<file path="config.mk">
export PLATFORM = sky130hd
export DESIGN_NAME = rob_ctrl_flat
export DESIGN_NICKNAME = d
export VERILOG_FILES = /design/src/rtl/rob_pkg.sv /design/src/rtl/rob_if.sv /design/src/rtl/rob_ptr.sv /design/src/rtl/rob_ctrl.sv /design/src/flat_wrapper.sv
export SDC_FILE = /design/constraint.sdc
export NUM_CORES = 1
export LEC_CHECK = 0
export CAP_MARGIN = 25
export CORE_AREA = 2 2 154 156
export CTS_CLUSTER_SIZE = 14
export DETAILED_ROUTE_END_ITERATION = 10
export DIE_AREA = 0 0 156 158
export GPL_ROUTABILITY_DRIVEN = 0
export PLACE_DENSITY = 0.53
export SLEW_MARGIN = 20
export SYNTH_ARGS = -nofsm -noshare
export SYNTH_HDL_FRONTEND = slang
export SYNTH_SLANG_ARGS = --single-unit
</file>
<file path="constraint.sdc">
create_clock -name clock -period 8.5 [get_ports clock]
set_input_delay 1.275 -clock clock [delete_from_list [all_inputs] [get_ports clock]]
set_output_delay 1.275 -clock clock [all_outputs]
set_load 0.005 [all_outputs]
</file>
<file path="src/rtl/rob_pkg.sv">
// Shared definitions for the reorder-buffer controller: geometry, entry field
// offsets within the 73-bit temp-file word, and the controller state encoding.
package rob_pkg;

    localparam int DEPTH = 32;
    localparam int AW    = 5;
    localparam int DW    = 32;
    localparam int PCW   = 32;
    localparam int EW    = 73;

    localparam int RD_HI      = 72;
    localparam int RD_LO      = 68;
    localparam int PC_HI      = 67;
    localparam int PC_LO      = 36;
    localparam int TYPE_HI    = 35;
    localparam int TYPE_LO    = 34;
    localparam int DATA_HI    = 33;
    localparam int DATA_LO    = 2;
    localparam int SPEC_VALID = 1;
    localparam int VALID      = 0;

    typedef enum logic {
        RUN   = 1'b0,
        FLUSH = 1'b1
    } state_t;

endpackage

</file>
<file path="src/rtl/rob_if.sv">
// Dispatch, CDB, temp-file and commit signals of the reorder buffer.
// The controller takes the master modport; its environment takes slave.
interface rob_if;
    import rob_pkg::*;

    logic             disp_valid;
    logic             disp_ready;
    logic [4:0]       disp_rd;
    logic [PCW-1:0]   disp_pc;
    logic [1:0]       disp_type;
    logic [AW-1:0]    disp_tag;

    logic             cdb_valid;
    logic [AW-1:0]    cdb_tag;
    logic [DW-1:0]    cdb_data;

    logic [EW-1:0]    tmp_data_in;
    logic [AW-1:0]    tmp_waddr;
    logic             tmp_new_entry;
    logic             tmp_update_entry;
    logic [AW-1:0]    tmp_rd_addr;
    logic [EW-1:0]    tmp_rd_data;

    logic             commit_valid;
    logic             commit_ready;
    logic [4:0]       commit_rd;
    logic [DW-1:0]    commit_data;
    logic [PCW-1:0]   commit_pc;
    logic [1:0]       commit_type;

    modport master (
        input  disp_valid, disp_rd, disp_pc, disp_type,
        output disp_ready, disp_tag,
        input  cdb_valid, cdb_tag, cdb_data,
        output tmp_data_in, tmp_waddr, tmp_new_entry, tmp_update_entry, tmp_rd_addr,
        input  tmp_rd_data,
        output commit_valid, commit_rd, commit_data, commit_pc, commit_type,
        input  commit_ready
    );

    modport slave (
        output disp_valid, disp_rd, disp_pc, disp_type,
        input  disp_ready, disp_tag,
        output cdb_valid, cdb_tag, cdb_data,
        input  tmp_data_in, tmp_waddr, tmp_new_entry, tmp_update_entry, tmp_rd_addr,
        output tmp_rd_data,
        input  commit_valid, commit_rd, commit_data, commit_pc, commit_type,
        output commit_ready
    );

endinterface

</file>
<file path="src/rtl/rob_ptr.sv">
// Modulo-2^AW pointer with increment and load; load wins over increment.
module rob_ptr #(
    parameter int AW = 5
) (
    input  logic          clock,
    input  logic          reset,
    input  logic          inc,
    input  logic          load,
    input  logic [AW-1:0] load_val,
    output logic [AW-1:0] value
);

    logic [AW-1:0] value_reg;

    always_ff @(posedge clock or posedge reset) begin
        if (reset) begin
            value_reg <= '0;
        end else if (load) begin
            value_reg <= load_val;
        end else if (inc) begin
            value_reg <= value_reg + AW'(1);
        end
    end

    assign value = value_reg;

endmodule

</file>
<file path="src/rtl/rob_ctrl.sv">
// In-order reorder-buffer controller driving a single-write-port temp file.
// Optional ROB_STATS_EN builds commit and full-stall counters; otherwise they read 0.
module rob_ctrl
    import rob_pkg::*;
(
    input  logic          clock,
    input  logic          reset,
    rob_if.master         bus,
    input  logic          flush,
    output logic          empty,
    output logic          full,
    output logic [AW:0]   count,
    output logic [31:0]   stat_commits,
    output logic [31:0]   stat_full_stalls
);

    state_t        state_reg, state_next;
    logic [AW:0]   count_reg, count_next;
    logic [AW-1:0] head, tail, sweep;
    logic          head_load, tail_load, sweep_load;
    logic [AW-1:0] tail_load_val;
    logic          live, running, disp_fire, commit_fire;
    logic [EW-1:0] head_entry;
    logic [EW-1:0] wdata;
    logic [AW-1:0] waddr;
    logic          new_entry, update_entry;

    assign live       = !reset;
    assign running    = live && (state_reg == RUN);
    assign head_entry = bus.tmp_rd_data;

    assign full  = (count_reg == (AW+1)'(DEPTH));
    assign empty = (count_reg == '0);
    assign count = count_reg;

    // CDB owns the single write port whenever it is active, so it blocks dispatch.
    assign bus.disp_ready = running && !full && !bus.cdb_valid && !flush;
    assign bus.disp_tag   = tail;
    assign disp_fire      = bus.disp_valid && bus.disp_ready;

    assign bus.commit_valid = running && !flush && !empty &&
                              head_entry[VALID] && head_entry[SPEC_VALID];
    assign commit_fire      = bus.commit_valid && bus.commit_ready;
    assign bus.commit_rd    = head_entry[RD_HI:RD_LO];
    assign bus.commit_pc    = head_entry[PC_HI:PC_LO];
    assign bus.commit_type  = head_entry[TYPE_HI:TYPE_LO];
    assign bus.commit_data  = head_entry[DATA_HI:DATA_LO];
    assign bus.tmp_rd_addr  = head;

    rob_ptr #(.AW(AW)) u_head (
        .clock(clock), .reset(reset), .inc(commit_fire), .load(head_load),
        .load_val(sweep + AW'(1)), .value(head)
    );
    rob_ptr #(.AW(AW)) u_tail (
        .clock(clock), .reset(reset), .inc(disp_fire), .load(tail_load),
        .load_val(tail_load_val), .value(tail)
    );
    rob_ptr #(.AW(AW)) u_sweep (
        .clock(clock), .reset(reset), .inc(state_reg == FLUSH), .load(sweep_load),
        .load_val(head), .value(sweep)
    );

    // While sweeping, count_reg doubles as the number of entries left to clear.
    always_comb begin
        state_next    = state_reg;
        count_next    = count_reg;
        head_load     = 1'b0;
        tail_load     = 1'b0;
        tail_load_val = head;
        sweep_load    = 1'b0;
        case (state_reg)
            RUN: begin
                if (flush) begin
                    if (count_reg == '0) begin
                        tail_load = 1'b1;
                    end else begin
                        state_next = FLUSH;
                        sweep_load = 1'b1;
                    end
                end else begin
                    count_next = count_reg + (AW+1)'(disp_fire) - (AW+1)'(commit_fire);
                end
            end
            FLUSH: begin
                count_next = count_reg - (AW+1)'(1);
                if (count_reg == (AW+1)'(1)) begin
                    state_next    = RUN;
                    head_load     = 1'b1;
                    tail_load     = 1'b1;
                    tail_load_val = sweep + AW'(1);
                end
            end
            default: state_next = RUN;
        endcase
    end

    always_comb begin
        new_entry    = 1'b0;
        update_entry = 1'b0;
        waddr        = tail;
        wdata        = '0;
        if (live) begin
            if (state_reg == FLUSH) begin
                new_entry = 1'b1;
                waddr     = sweep;
            end else if (bus.cdb_valid) begin
                update_entry              = 1'b1;
                waddr                     = bus.cdb_tag;
                wdata[DATA_HI:DATA_LO]    = bus.cdb_data;
                wdata[SPEC_VALID]         = 1'b1;
            end else if (disp_fire) begin
                new_entry = 1'b1;
                wdata     = {bus.disp_rd, bus.disp_pc, bus.disp_type, 32'd0, 1'b0, 1'b1};
            end
        end
    end

    assign bus.tmp_data_in      = wdata;
    assign bus.tmp_waddr        = waddr;
    assign bus.tmp_new_entry    = new_entry;
    assign bus.tmp_update_entry = update_entry;

    always_ff @(posedge clock or posedge reset) begin
        if (reset) begin
            state_reg <= RUN;
            count_reg <= '0;
        end else begin
            state_reg <= state_next;
            count_reg <= count_next;
        end
    end

`ifdef ROB_STATS_EN
    logic [31:0] commits_reg, stalls_reg;

    always_ff @(posedge clock or posedge reset) begin
        if (reset) begin
            commits_reg <= '0;
            stalls_reg  <= '0;
        end else begin
            if (commit_fire) commits_reg <= commits_reg + 32'd1;
            if (bus.disp_valid && full) stalls_reg <= stalls_reg + 32'd1;
        end
    end

    assign stat_commits     = commits_reg;
    assign stat_full_stalls = stalls_reg;
`else
    assign stat_commits     = 32'd0;
    assign stat_full_stalls = 32'd0;
`endif

endmodule

</file>
<file path="src/flat_wrapper.sv">
// flat-port wrapper written by rule: the top's interface ports become plain ports
module rob_ctrl_flat import rob_pkg::*;
  (clock, reset, flush, empty, full, count, stat_commits, stat_full_stalls, bus_disp_valid, bus_disp_rd, bus_disp_pc, bus_disp_type, bus_disp_ready, bus_disp_tag, bus_cdb_valid, bus_cdb_tag, bus_cdb_data, bus_tmp_data_in, bus_tmp_waddr, bus_tmp_new_entry, bus_tmp_update_entry, bus_tmp_rd_addr, bus_tmp_rd_data, bus_commit_valid, bus_commit_rd, bus_commit_data, bus_commit_pc, bus_commit_type, bus_commit_ready);
  rob_if bus_i ();
  input  logic clock;
  input  logic reset;
  input  logic flush;
  output logic empty;
  output logic full;
  output logic [AW:0] count;
  output logic [31:0] stat_commits;
  output logic [31:0] stat_full_stalls;
  input wire logic [$bits(bus_i.disp_valid)-1:0] bus_disp_valid;
  input wire logic [$bits(bus_i.disp_rd)-1:0] bus_disp_rd;
  input wire logic [$bits(bus_i.disp_pc)-1:0] bus_disp_pc;
  input wire logic [$bits(bus_i.disp_type)-1:0] bus_disp_type;
  output wire logic [$bits(bus_i.disp_ready)-1:0] bus_disp_ready;
  output wire logic [$bits(bus_i.disp_tag)-1:0] bus_disp_tag;
  input wire logic [$bits(bus_i.cdb_valid)-1:0] bus_cdb_valid;
  input wire logic [$bits(bus_i.cdb_tag)-1:0] bus_cdb_tag;
  input wire logic [$bits(bus_i.cdb_data)-1:0] bus_cdb_data;
  output wire logic [$bits(bus_i.tmp_data_in)-1:0] bus_tmp_data_in;
  output wire logic [$bits(bus_i.tmp_waddr)-1:0] bus_tmp_waddr;
  output wire logic [$bits(bus_i.tmp_new_entry)-1:0] bus_tmp_new_entry;
  output wire logic [$bits(bus_i.tmp_update_entry)-1:0] bus_tmp_update_entry;
  output wire logic [$bits(bus_i.tmp_rd_addr)-1:0] bus_tmp_rd_addr;
  input wire logic [$bits(bus_i.tmp_rd_data)-1:0] bus_tmp_rd_data;
  output wire logic [$bits(bus_i.commit_valid)-1:0] bus_commit_valid;
  output wire logic [$bits(bus_i.commit_rd)-1:0] bus_commit_rd;
  output wire logic [$bits(bus_i.commit_data)-1:0] bus_commit_data;
  output wire logic [$bits(bus_i.commit_pc)-1:0] bus_commit_pc;
  output wire logic [$bits(bus_i.commit_type)-1:0] bus_commit_type;
  input wire logic [$bits(bus_i.commit_ready)-1:0] bus_commit_ready;
  assign bus_i.disp_valid = bus_disp_valid;
  assign bus_i.disp_rd = bus_disp_rd;
  assign bus_i.disp_pc = bus_disp_pc;
  assign bus_i.disp_type = bus_disp_type;
  assign bus_disp_ready = bus_i.disp_ready;
  assign bus_disp_tag = bus_i.disp_tag;
  assign bus_i.cdb_valid = bus_cdb_valid;
  assign bus_i.cdb_tag = bus_cdb_tag;
  assign bus_i.cdb_data = bus_cdb_data;
  assign bus_tmp_data_in = bus_i.tmp_data_in;
  assign bus_tmp_waddr = bus_i.tmp_waddr;
  assign bus_tmp_new_entry = bus_i.tmp_new_entry;
  assign bus_tmp_update_entry = bus_i.tmp_update_entry;
  assign bus_tmp_rd_addr = bus_i.tmp_rd_addr;
  assign bus_i.tmp_rd_data = bus_tmp_rd_data;
  assign bus_commit_valid = bus_i.commit_valid;
  assign bus_commit_rd = bus_i.commit_rd;
  assign bus_commit_data = bus_i.commit_data;
  assign bus_commit_pc = bus_i.commit_pc;
  assign bus_commit_type = bus_i.commit_type;
  assign bus_i.commit_ready = bus_commit_ready;
  rob_ctrl u_core (.clock(clock), .reset(reset), .bus(bus_i), .flush(flush), .empty(empty), .full(full), .count(count), .stat_commits(stat_commits), .stat_full_stalls(stat_full_stalls));
endmodule
</file>
Yosys cells after proc, flatten, opt, wreduce, memory -nomap -nowiden
Cells that the tools add are included.

Add/subtract/negate cells: 6. Eq/ne operators: 3. Muxes and demuxes: 36. Bitwise operators: 1. Reduce and logical (&&, ||, !) cells: 19.

Operators by type and width (number): 73-bit two-way mux (3); 5-bit two-way mux (11); 39-bit two-way mux (1); 33-bit two-way mux (1); 1-bit two-way mux (16); 5-bit by 1-bit adder with 5-bit output (second input constant) (3); 6-bit case mux with 2 select lines (1); 1-bit logical AND (10); 6-bit by 1-bit adder with 6-bit output (1); 6-bit by 1-bit equality test with 1-bit output (second input constant) (1); 6-bit equality test (second input constant) (1); 6-bit zero test (1); 6-bit two-way mux (1); 2-bit nonzero test (3); 6-bit by 1-bit subtractor with 6-bit output (1); 6-bit by 1-bit subtractor with 6-bit output (second input constant) (1); 1-bit zero test (5); 1-bit case mux with 2 select lines (2); 2-bit != test (second input constant) (1); 1-bit NOT (1).

Register bits after elaboration: 22. Bits of input ports: 155. Output and inout bits: 235.

Logic depth before layout (Yosys ltp)
Gate-level depths: netlist of run 1.

Depth in word-level cells: 10. Gate-level depth with buffers: 14. Mapped depth without buffers: 13.

By module
Synthesis of run 1 repeated with hierarchy kept, for this count alone.

Cell total of the unflattened synthesis: 441. Area total of the unflattened synthesis: 3410.8 µm².

Modules (own cells, without submodules): rob_ctrl (times used 1, cells an instance 363, area an instance 2660.1 µm², sequential area each 175.2 µm²); rob_ptr (times used 3, cells an instance 26, area an instance 250.2 µm², sequential area each 125.1 µm²).

Least setup slack after synthesis of run 1
No wires, ideal clock.

Path type: input to output. From: input reset. To: output bus_tmp_data_in[1]. Arrival time: 2617 ps. Data required time: 7225 ps. Setup slack: 4608 ps. Stages: 4. Path buffers: 2. Path through: inv_1 -> clkbuf_1 -> and2_1 -> buf_4.

Longest elaborated chain between the ends: 1.

Ends and longest elaborated chain: start, declared (RTL line flat_wrapper.sv:6) `input logic reset;`; 73-bit two-way mux (RTL line rob_ctrl.sv:102) `if (live) begin`; end, declared (RTL line flat_wrapper.sv:22) `output wire logic [$bits(bus_i.tmp_data_in)-1:0] bus_tmp_data_in;`.

No other way between the ends.

Worst setup path after layout of run 1
From: input reset. To: output bus_tmp_waddr[0].

Longest elaborated chain between the ends: 1.

Ends and longest elaborated chain: 5-bit two-way mux (RTL line rob_ctrl.sv:102); end, declared (RTL line flat_wrapper.sv:23) `output wire logic [$bits(bus_i.tmp_waddr)-1:0] bus_tmp_waddr;`.

No other way between the ends.

==> results of run 1 <==
-- cell usage in the layout, fill, tap and decap left out, drive strengths merged, types with 2 or more instances in the layout --
master         synthesis  layout
nor3                   2       2
mux2i                 10      10
conb                   1      64
clkdlybuf4s50          0     183
ha                    18      18
or3                    2       2
dfrtp                 22      22
and2                  42      42
nor2b                  4       4
o21bai                 3       3
nor2                   9       9
inv                   17      16
a22oi                  5       5
o22ai                  2       2
buf                  141       3
nand2b                 2       2
xnor2                  7       7
nand4                  2       2
clkbuf                13       3
o21ai                 14      14
a211oi                 2       2
xor2                   5       5
a21oi                 15      15
and3                  36      36
nor4                   2       2
a21o                   3       3
nand3                  9       9
nand2                 20      20
a31oi                  4       4
or3b                   2       2
-- layout make-up --
| class | instances | area, um^2 |
|---|---|---|
| well taps | 290 | 362.8 |
| clock inverters | 1 | 30.03 |
| repair buffers | 186 | 1854 |
| inverters | 17 | 63.81 |
| clock buffers | 3 | 75.07 |
| multi-input cells | 298 | 1846 |
| flip-flops and latches | 22 | 550.5 |
| fillers | 2558 | 18270 |
-- power by group through the flow --
stage	logic [mW]	clock network (mW)	registers [mW]
floorplan	0.374	0	0.216
CTS	0.565	0.138	0.244
global placement	0.559	0	0.245
finish	0.558	0.135	0.245
detailed placement	0.561	0	0.246
global route	0.622	0.142	0.257
-- logic make-up after synthesis --
logic type               Yosys count  synth area share [%]
adder cells (fa/ha/maj)           19                 7.380
other                              1                0.1128
flip-flops                        22                 16.57
AND/OR/NAND/NOR                  137                 24.10
multiplexers                      10                 3.012
XOR/XNOR                          12                 3.163
AO/OA/AOI/OAI                     56                 10.58
buffers and inverters            171                 35.09
-- metrics by stage --
step                utilization [%]  instance area (um^2)
finish                        20.74                  4782
CTS                           20.74                  4782
global placement              20.29                  4677
detailed placement            20.29                  4677
global route                  20.74                  4782
floorplan                         -                  3560
-- cell usage after synthesis, drive strengths merged (5+ instances only) --
master / count / area [um^2]
and3: 36 / 225.2
xnor2: 7 / 61.31
xor2: 5 / 43.79
buf: 141 / 1054
inv: 17 / 63.81
mux2i: 10 / 100.1
ha: 18 / 225.2
and2: 42 / 262.8
nand3: 9 / 45.04
clkbuf: 13 / 48.80
o21ai: 14 / 70.07
nor2: 9 / 33.78
nand2: 20 / 75.07
a22oi: 5 / 37.54
a21oi: 15 / 75.07
dfrtp: 22 / 550.5
-- per-layer routing --
layer | up-vias | GRT usage [%] | wire, um
li1 | 1423 | - | -
met3 | 14 | 5.639 | 1941
met1 | 1363 | 10.13 | 4703
met2 | 201 | 16.50 | 6447
met4 | 2 | 1.922 | 161
met5 | - | 0 | 13
-- path summary, 6_finish.rpt --
check | end | from | slack (ns)
min reg2reg | u_core.u_sweep.value[0] | u_core.u_sweep.value[0] | 0.58
min in group asynchronous | u_core.u_sweep.value[4] | reset | 1.58
min | u_core.u_sweep.value[0] | u_core.u_sweep.value[0] | 0.58
max | bus_tmp_waddr[0] | reset | 3.15
max in group asynchronous | u_core.count[4] | reset | 6.19
max reg2reg | u_core.count[4] | u_core.state_reg | 5.05
==> flow_summary.yaml, run 1 <==
drt:
  routed_wl_mm: 13.27
  drtIter0Drc: 181
  wl_per_cell_um: 16.24
  firstDrtPassIters: 4
  via_per_inst: 3.676
  drc: 0
  vias: 3003
  ant_nets: 0
synth:
  synth_edf_count: 0
  syn_area_per_cell_um2: 7.764
  ys_warn_count: 0
  synthCells: 428
  yosysSeqAreaShare_pct: 16.57
  synth-seq-cells: 22
  dominantRegCellSynth: "dfrtp_1"
  synthesis.area_um2: 3323
  yosysUniqueCellTypes: 49
  async_flop_share_pct: 100.0
status:
  outcome: "complete, no violations"
worst_setup_path:
  slowest_delay_ns: 0.67
  critPathKind: "input port to primary output"
  cpLargestDelayFamily: "buffers and inverters"
  slowest_stage: "clkdlybuf4s50_1"
  cp.required_ns: 7.22
  path_depth: 7
  crit_buf_inv: 4
  crit_chain: "clkdlybuf4s50_1 > clkinv_1 > buf_4 > o21ai_0 > nand2_1 > o21ai_0 > clkdlybuf4s50_1"
  start_kind: "input port"
  reg2reg_depth: 11
  critPathMaxFanout: 43
  endpoint_kind: "primary output"
  arrival_ns: 4.07
pwr:
  clkPwrFrac_pct: 14.4
  p_sw_uw: 393.6
  total_power_uw: 937.9
  power.density_nw_per_um2: 196.1
  p_leak_nw: 2.057
  ir_drop_mv: 0.09735
  intPower_uw: 544.3
  p_comb_share_pct: 59.5
  power_frac_seq_pct: 26.1
  swShare_pct: 41.97
clock_tree:
  cts_sinks: 22
  clk_latency_ns: 0.26
  cts-buffers-inserted: 3
  cts_tree: "done"
  ctsHoldBuffers: 0
  clk_pin_slew_ns: 0.07
  cts_root_buf: "clkbuf_16"
  cts-resized-gates: 0
  htreeDepth: 1
  cts_setup_buffers: 0
  clock_path_buffers: 2
sta:
  rsz0062_at_grt: "false"
  finalClockSkew_ns: 0.008324
  slew_violations: 0
  fin_crit_sh_pct: 62.90
  tightest_slew_ns: 0.8804
  hold_ws_ns: 0.5793
  fmax_mhz: 187.0
  fin_crit_ns: 5.347
  max_slew_margin_pct: 41.31
  setup_slack_ns: 3.153
  tns_ns: 0
  hold_viol: 0
  finalSetupViolCount: 0
die:
  initial_core_util_pct: 14.42
  core_um2: 23050
  die_y_um: 158
  num_rows: 56
  ios: 390
  die-area_um2: 24650
  die_w_um: 156
placed_design:
  place_inst: 813
  port_buffers: 183
  hpwlAfterDp_mm: 11.12
  pre_cts_ws_ns: 3.100
hold_path:
  hold_depth: 1
  holdCritPathClass: "flop to flop"
global_route:
  grt_pass1_wl_mm: 17.58
  grt-ovfl-total: 0
  grt_antenna_before_repair: 1
  grt_usage_pct: 9.557
  grt_pass1_vias: 2663
  grt_max_degree: 46
flow_run:
  cap_violations: 0
finish:
  nets: 702
  drive_above_1_share_pct: 2.277
  num_antenna_cells: 0
  largest_reg_flops: 6
  areaGrowthSynthToFinish_pct: 43.90
  instances_no_fill: 817
Power figures use the tool's default switching activity.
==> run 2: changes to the inputs <==
CORE_AREA = 2 2 150 152   (was 2 2 154 156)
DIE_AREA = 0 0 152 154   (was 0 0 156 158)
PLACE_DENSITY = 0.57   (was 0.53)
clock period = 4.3 ns   (was 8.5 ns; I/O delays follow)
==> run 2 against run 1 <==
Combinational power increased by 97%. Design area increased by 0.21%. Setup slack got worse by 2.4 ns. Global-route usage increased by 1.0 points. Highest routed layer unchanged.
==> flow_summary.yaml, run 2 (synthesis gave the netlist of run 1 again) <==
status:
  outcome: "complete, no violations"
sta:
  tns_ns: 0
  slew_violations: 0
  hold_viol: 0
  fin_crit_sh_pct: 83.09
  finalClockSkew_ns: 0.002695
  fin_crit_ns: 3.573
  max_slew_margin_pct: 48.77
  finalSetupViolCount: 0
  rsz0062_at_grt: "false"
  fmax_mhz: 279.9
  tightest_slew_ns: 0.7655
drt:
  routed_wl_mm: 13.33
  ant_nets: 0
  vias: 3011
  drc: 0
  drtIter0Drc: 91
  via_per_inst: 3.717
  firstDrtPassIters: 4
  wl_per_cell_um: 16.46
finish:
  layout_commonest_cell: "clkdlybuf4s50_1"
  num_antenna_cells: 0
  nets: 705
  register_area_um2: 550.5
  layout_common_cells: "clkdlybuf4s50_1 (183), conb_1 (64), and2_1 (41), and3_1 (36), dfrtp_1 (22)"
  multiInputGateArea_um2: 1846
  drive_above_1_share_pct: 2.830
  areaGrowthSynthToFinish_pct: 44.20
  instances_no_fill: 810
  fillCellCount: 2372
  largest_reg_flops: 6
  final_cell_area_um2: 4792
die:
  num_rows: 54
  die_y_um: 154
  initial_core_util_pct: 15.32
  core_um2: 21690
  die_w_um: 152
  ios: 390
  die-area_um2: 23410
pwr:
  ir_drop_mv: 0.2057
  power.density_nw_per_um2: 384.9
  p_leak_nw: 2.075
worst_setup_path:
  rrSetupSlack_ns: 1.12
  endpoint_kind: "primary output"
  cp.required_ns: 3.65
  critPathKind: "input port to primary output"
  slowest_stage: "clkdlybuf4s50_1"
  arrival_ns: 2.93
  crit_chain: "clkdlybuf4s50_1 > nor4_1 > buf_4 > and3_1 > buf_4 > and2_1 > clkdlybuf4s50_1"
  r2r-start: "u_core.count[1]"
  slowest_delay_ns: 0.55
  timing.rr.end: "u_core.count[4]"
  reg2reg_depth: 13
  start_kind: "input port"
  critPathMaxFanout: 45
clock_tree:
  cts-buffers-inserted: 3
  htreeDepth: 1
  clk_latency_ns: 0.26
  cts_sinks: 22
  cts_root_buf: "clkbuf_16"
  cts-resized-gates: 0
  clock_path_buffers: 2
  cts_setup_buffers: 0
  cts_tree: "done"
  ctsHoldBuffers: 0
  clk_pin_slew_ns: 0.06
global_route:
  grt_antenna_before_repair: 1
  grt_pass1_wl_mm: 18.93
  grt_max_degree: 46
  grt_pass1_vias: 2789
  grt_usage_pct: 10.60
  grt-ovfl-total: 0
hold_path:
  holdCritPathClass: "flop to flop"
  hold_depth: 2
  min_to: "u_core.u_sweep.value[4]"
  min_from: "u_core.u_sweep.value[4]"
placed_design:
  hpwlAfterDp_mm: 11.36
  place_inst: 806
  place_area_um2: 4687
  port_buffers: 183
flow_run:
  cap_violations: 0
-- run 2: cell types whose count changed in the layout (fill, tap and decap cells not counted), sizes merged --
cell / change
buf: +3
clkinv: -1
inv: +1
-- run 2: power by group --
group	switching, mW	total, mW	internal (mW)
logic	0.516	1.10	0.586
registers	0.165	0.474	0.309
clock network	0.0830	0.268	0.185
-- run 2: worst max-delay path, delay by kind of cell --
| kind | cells | cell delay, ns |
|---|---|---|
| buffers and inverters | 4 | 1.59 |
| AND/OR/NAND/NOR | 3 | 0.66 |
-- run 2: area by class of cell --
class,instances,share of cell area (%)
Timing Repair Buffer,189,39.16
Multi-Input combinational cell,298,38.51
Clock inverter,1,0.6266
Tap cell,280,7.311
Clock buffer,3,1.567
Inverter,17,1.332
Sequential cell,22,11.49
-- run 2: worst max-delay path by stage --
| stage | startpoint | to | slack, ns | cells past startpoint |
|---|---|---|---|---|
| after floorplan | flush | u_core.count[4] | 1.17 | 12 |
| after global placement | flush | u_core.count[4] | 0.56 | 12 |
| after detailed placement | flush | u_core.count[4] | 0.48 | 12 |
| after CTS | flush | bus_tmp_data_in[42] | 0.71 | 7 |
| after global routing | flush | bus_tmp_data_in[50] | 0.57 | 7 |
| final | flush | bus_tmp_data_in[42] | 0.73 | 7 |
-- run 2: metal layers --
layer | vias to the layer above | GRT usage (%) | wire [um] | share of wire [%]
met5 | - | 1.449 | 55 | 0.41
met3 | 21 | 6.172 | 1789 | 13
met2 | 219 | 17.74 | 6389 | 48
met1 | 1341 | 11.25 | 4787 | 36
li1 | 1426 | - | - | -
met4 | 4 | 3.071 | 308 | 2.3
-- run 2: per-stage QoR --
stage	hold slack [ns]	util [%]	total power, mW	worst slack, ns
after CTS	0.5820	22.10	1.861	0.7096
final	0.5857	22.10	1.844	0.7271
after floorplan	0.5084	-	1.166	1.175
after global placement	0.5660	21.61	1.585	0.5556
after global routing	0.6123	22.10	2.020	0.5732
after detailed placement	0.5668	21.61	1.584	0.4823
==> run 3: changes to the inputs <==
clock period = 3 ns   (was 4.3 ns; I/O delays follow)
==> run 3 against run 2 <==
Register-to-register slack worse by 0.90 ns. Sequential cell count stayed put. Hold slack worse by 0.050 ns. Clock-buffer cell count stayed put. Sequential power is 42% higher. Core utilization is 1.4 points higher. Clock power is 43% higher. Global-route usage is 0.17 points higher. Largest cell class unchanged. Final cell count is 3.2% higher. Critical path type unchanged. First-iteration DRC count is 78% higher.
==> flow_summary.yaml, run 3 (synthesis gave the netlist of run 1 again) <==
die:
  die_w_um: 152
  core_um2: 21690
  initial_core_util_pct: 15.32
  die_y_um: 154
  num_rows: 54
  die-area_um2: 23410
  ios: 390
finish:
  areaGrowthSynthToFinish_pct: 53.39
  num_antenna_cells: 0
  drive_above_1_share_pct: 8.094
  largest_reg_flops: 6
  layout_commonest_cell: "clkdlybuf4s50_1"
  layout_common_cells: "clkdlybuf4s50_1 (182), conb_1 (64), and2_1 (41), and3_1 (35), buf_4 (24)"
  nets: 731
worst_setup_path:
  rrSetupSlack_ns: 0.22
  start_kind: "input port"
  critPathLaunch: "flush"
  endpoint_kind: "primary output"
  critPathMaxFanout: 7
  arrival_ns: 2.42
  r2r-start: "u_core.count[0]"
  critPathKind: "input port to primary output"
  cp.required_ns: 2.55
  reg2reg_depth: 13
  timing.rr.end: "u_core.count[4]"
  cp-endpoint: "bus_tmp_data_in[55]"
pwr:
  power.density_nw_per_um2: 539.7
  p_leak_nw: 2.238
  intPower_mw: 1.619
  power_frac_seq_pct: 24.4
  clkPwrFrac_pct: 14.0
  swShare_pct: 41.17
  ir_drop_mv: 0.1993
  p_comb_share_pct: 61.6
  p_sw_mw: 1.133
sta:
  hold_ws_ns: 0.5353
  rsz0062_at_grt: "false"
  tns_ns: 0
  tightest_slew_ns: 0.7281
  max_slew_margin_pct: 51.46
  fmax_mhz: 348.1
  finalClockSkew_ns: 0.002436
  fin_crit_ns: 2.873
  finalSetupViolCount: 0
  hold_viol: 0
  fin_crit_sh_pct: 95.76
  slew_violations: 0
clock_tree:
  cts_sinks: 22
  htreeDepth: 1
  cts_root_buf: "clkbuf_16"
  clock_path_buffers: 2
  clk_latency_ns: 0.26
  cts_tree: "done"
  cts-buffers-inserted: 3
  clk_pin_slew_ns: 0.06
global_route:
  grt_pass1_vias: 2881
  grt_antenna_before_repair: 1
  grt-ovfl-total: 0
  grt_pass1_wl_mm: 19.45
  grt_usage_pct: 10.77
  grt_max_degree: 43
drt:
  firstDrtPassIters: 4
  ant_nets: 0
  wl_per_cell_um: 17.23
  drc: 0
  vias: 3177
  via_per_inst: 3.800
  drtIter0Drc: 162
  routed_wl_mm: 14.40
placed_design:
  hpwlAfterDp_mm: 11.60
  port_buffers: 183
hold_path:
  holdCritPathClass: "input port to async pin"
flow_run:
  cap_violations: 0
status:
  outcome: "complete, no violations"
## run 3: worst min-delay path by stage
stage / from / endpoint
6_report: reset / u_core.count[5]
5_1_grt: reset / u_core.count[5]
4_1_cts: u_core.u_sweep.value[0] / u_core.u_sweep.value[0]
2_1_floorplan: u_core.u_sweep.value[0] / u_core.u_sweep.value[0]
3_3_place_gp: u_core.u_sweep.value[0] / u_core.u_sweep.value[0]
3_5_place_dp: u_core.u_sweep.value[0] / u_core.u_sweep.value[0]
## run 3: power groups by stage
| stage | combinational (mW) | clock [mW] | sequential [mW] |
|---|---|---|---|
| after floorplan | 1.06 | 0 | 0.612 |
| after global placement | 1.68 | 0 | 0.673 |
| after detailed placement | 1.68 | 0 | 0.675 |
| after CTS | 1.70 | 0.388 | 0.672 |
| after global routing | 1.89 | 0.406 | 0.703 |
| final | 1.70 | 0.384 | 0.672 |
## run 3: routing by layer
metal  vias to the layer above  wire (um)  global-route usage, %
met5                         -         55                  1.449
met3                        16       1825                  6.088
met1                      1445       5507                  11.81
li1                       1481          -                      -
met4                         4        180                  2.225
met2                       231       6834                  18.13
## run 3: area by class of cell
type	count	area, um^2
repair buffers	215	2153
fillers	2337	16590
clock inverters	1	30.03
inverters	17	63.81
flip-flops and latches	22	551.8
well taps	280	350.3
clock buffers	3	75.07
multi-input cells	298	1873
## run 3: timing repair
action | 4_1_cts | 5_1_grt
hold buffers | 0 | 0
setup buffers | 0 | 1
cloned | 0 | 5
resized for setup | 3 | 7
pin swaps | 0 | 5
endpoints found under the setup margin | 41 | 41
## run 3: per-stage QoR
step	instance area (um^2)	setup WS (ns)	cells	power, mW	utilization [%]
detailed placement	4862	-0.2244	826	2.356	22.42
global route	5097	0.008273	836	2.999	23.50
floorplan	3560	0.05232	491	1.671	-
finish	5097	0.1271	836	2.751	23.50
global placement	4862	-0.1898	826	2.350	22.42
CTS	4979	0.002336	830	2.757	22.95
## run 3: critical path, stage by stage
cell and delay, ns:
clkdlybuf4s50_1 0.43, buf_4 0.19, nor4_4 0.17, and3_4 0.35
clkbuf_16 0.19, and2_1 0.13, clkdlybuf4s50_1 0.50
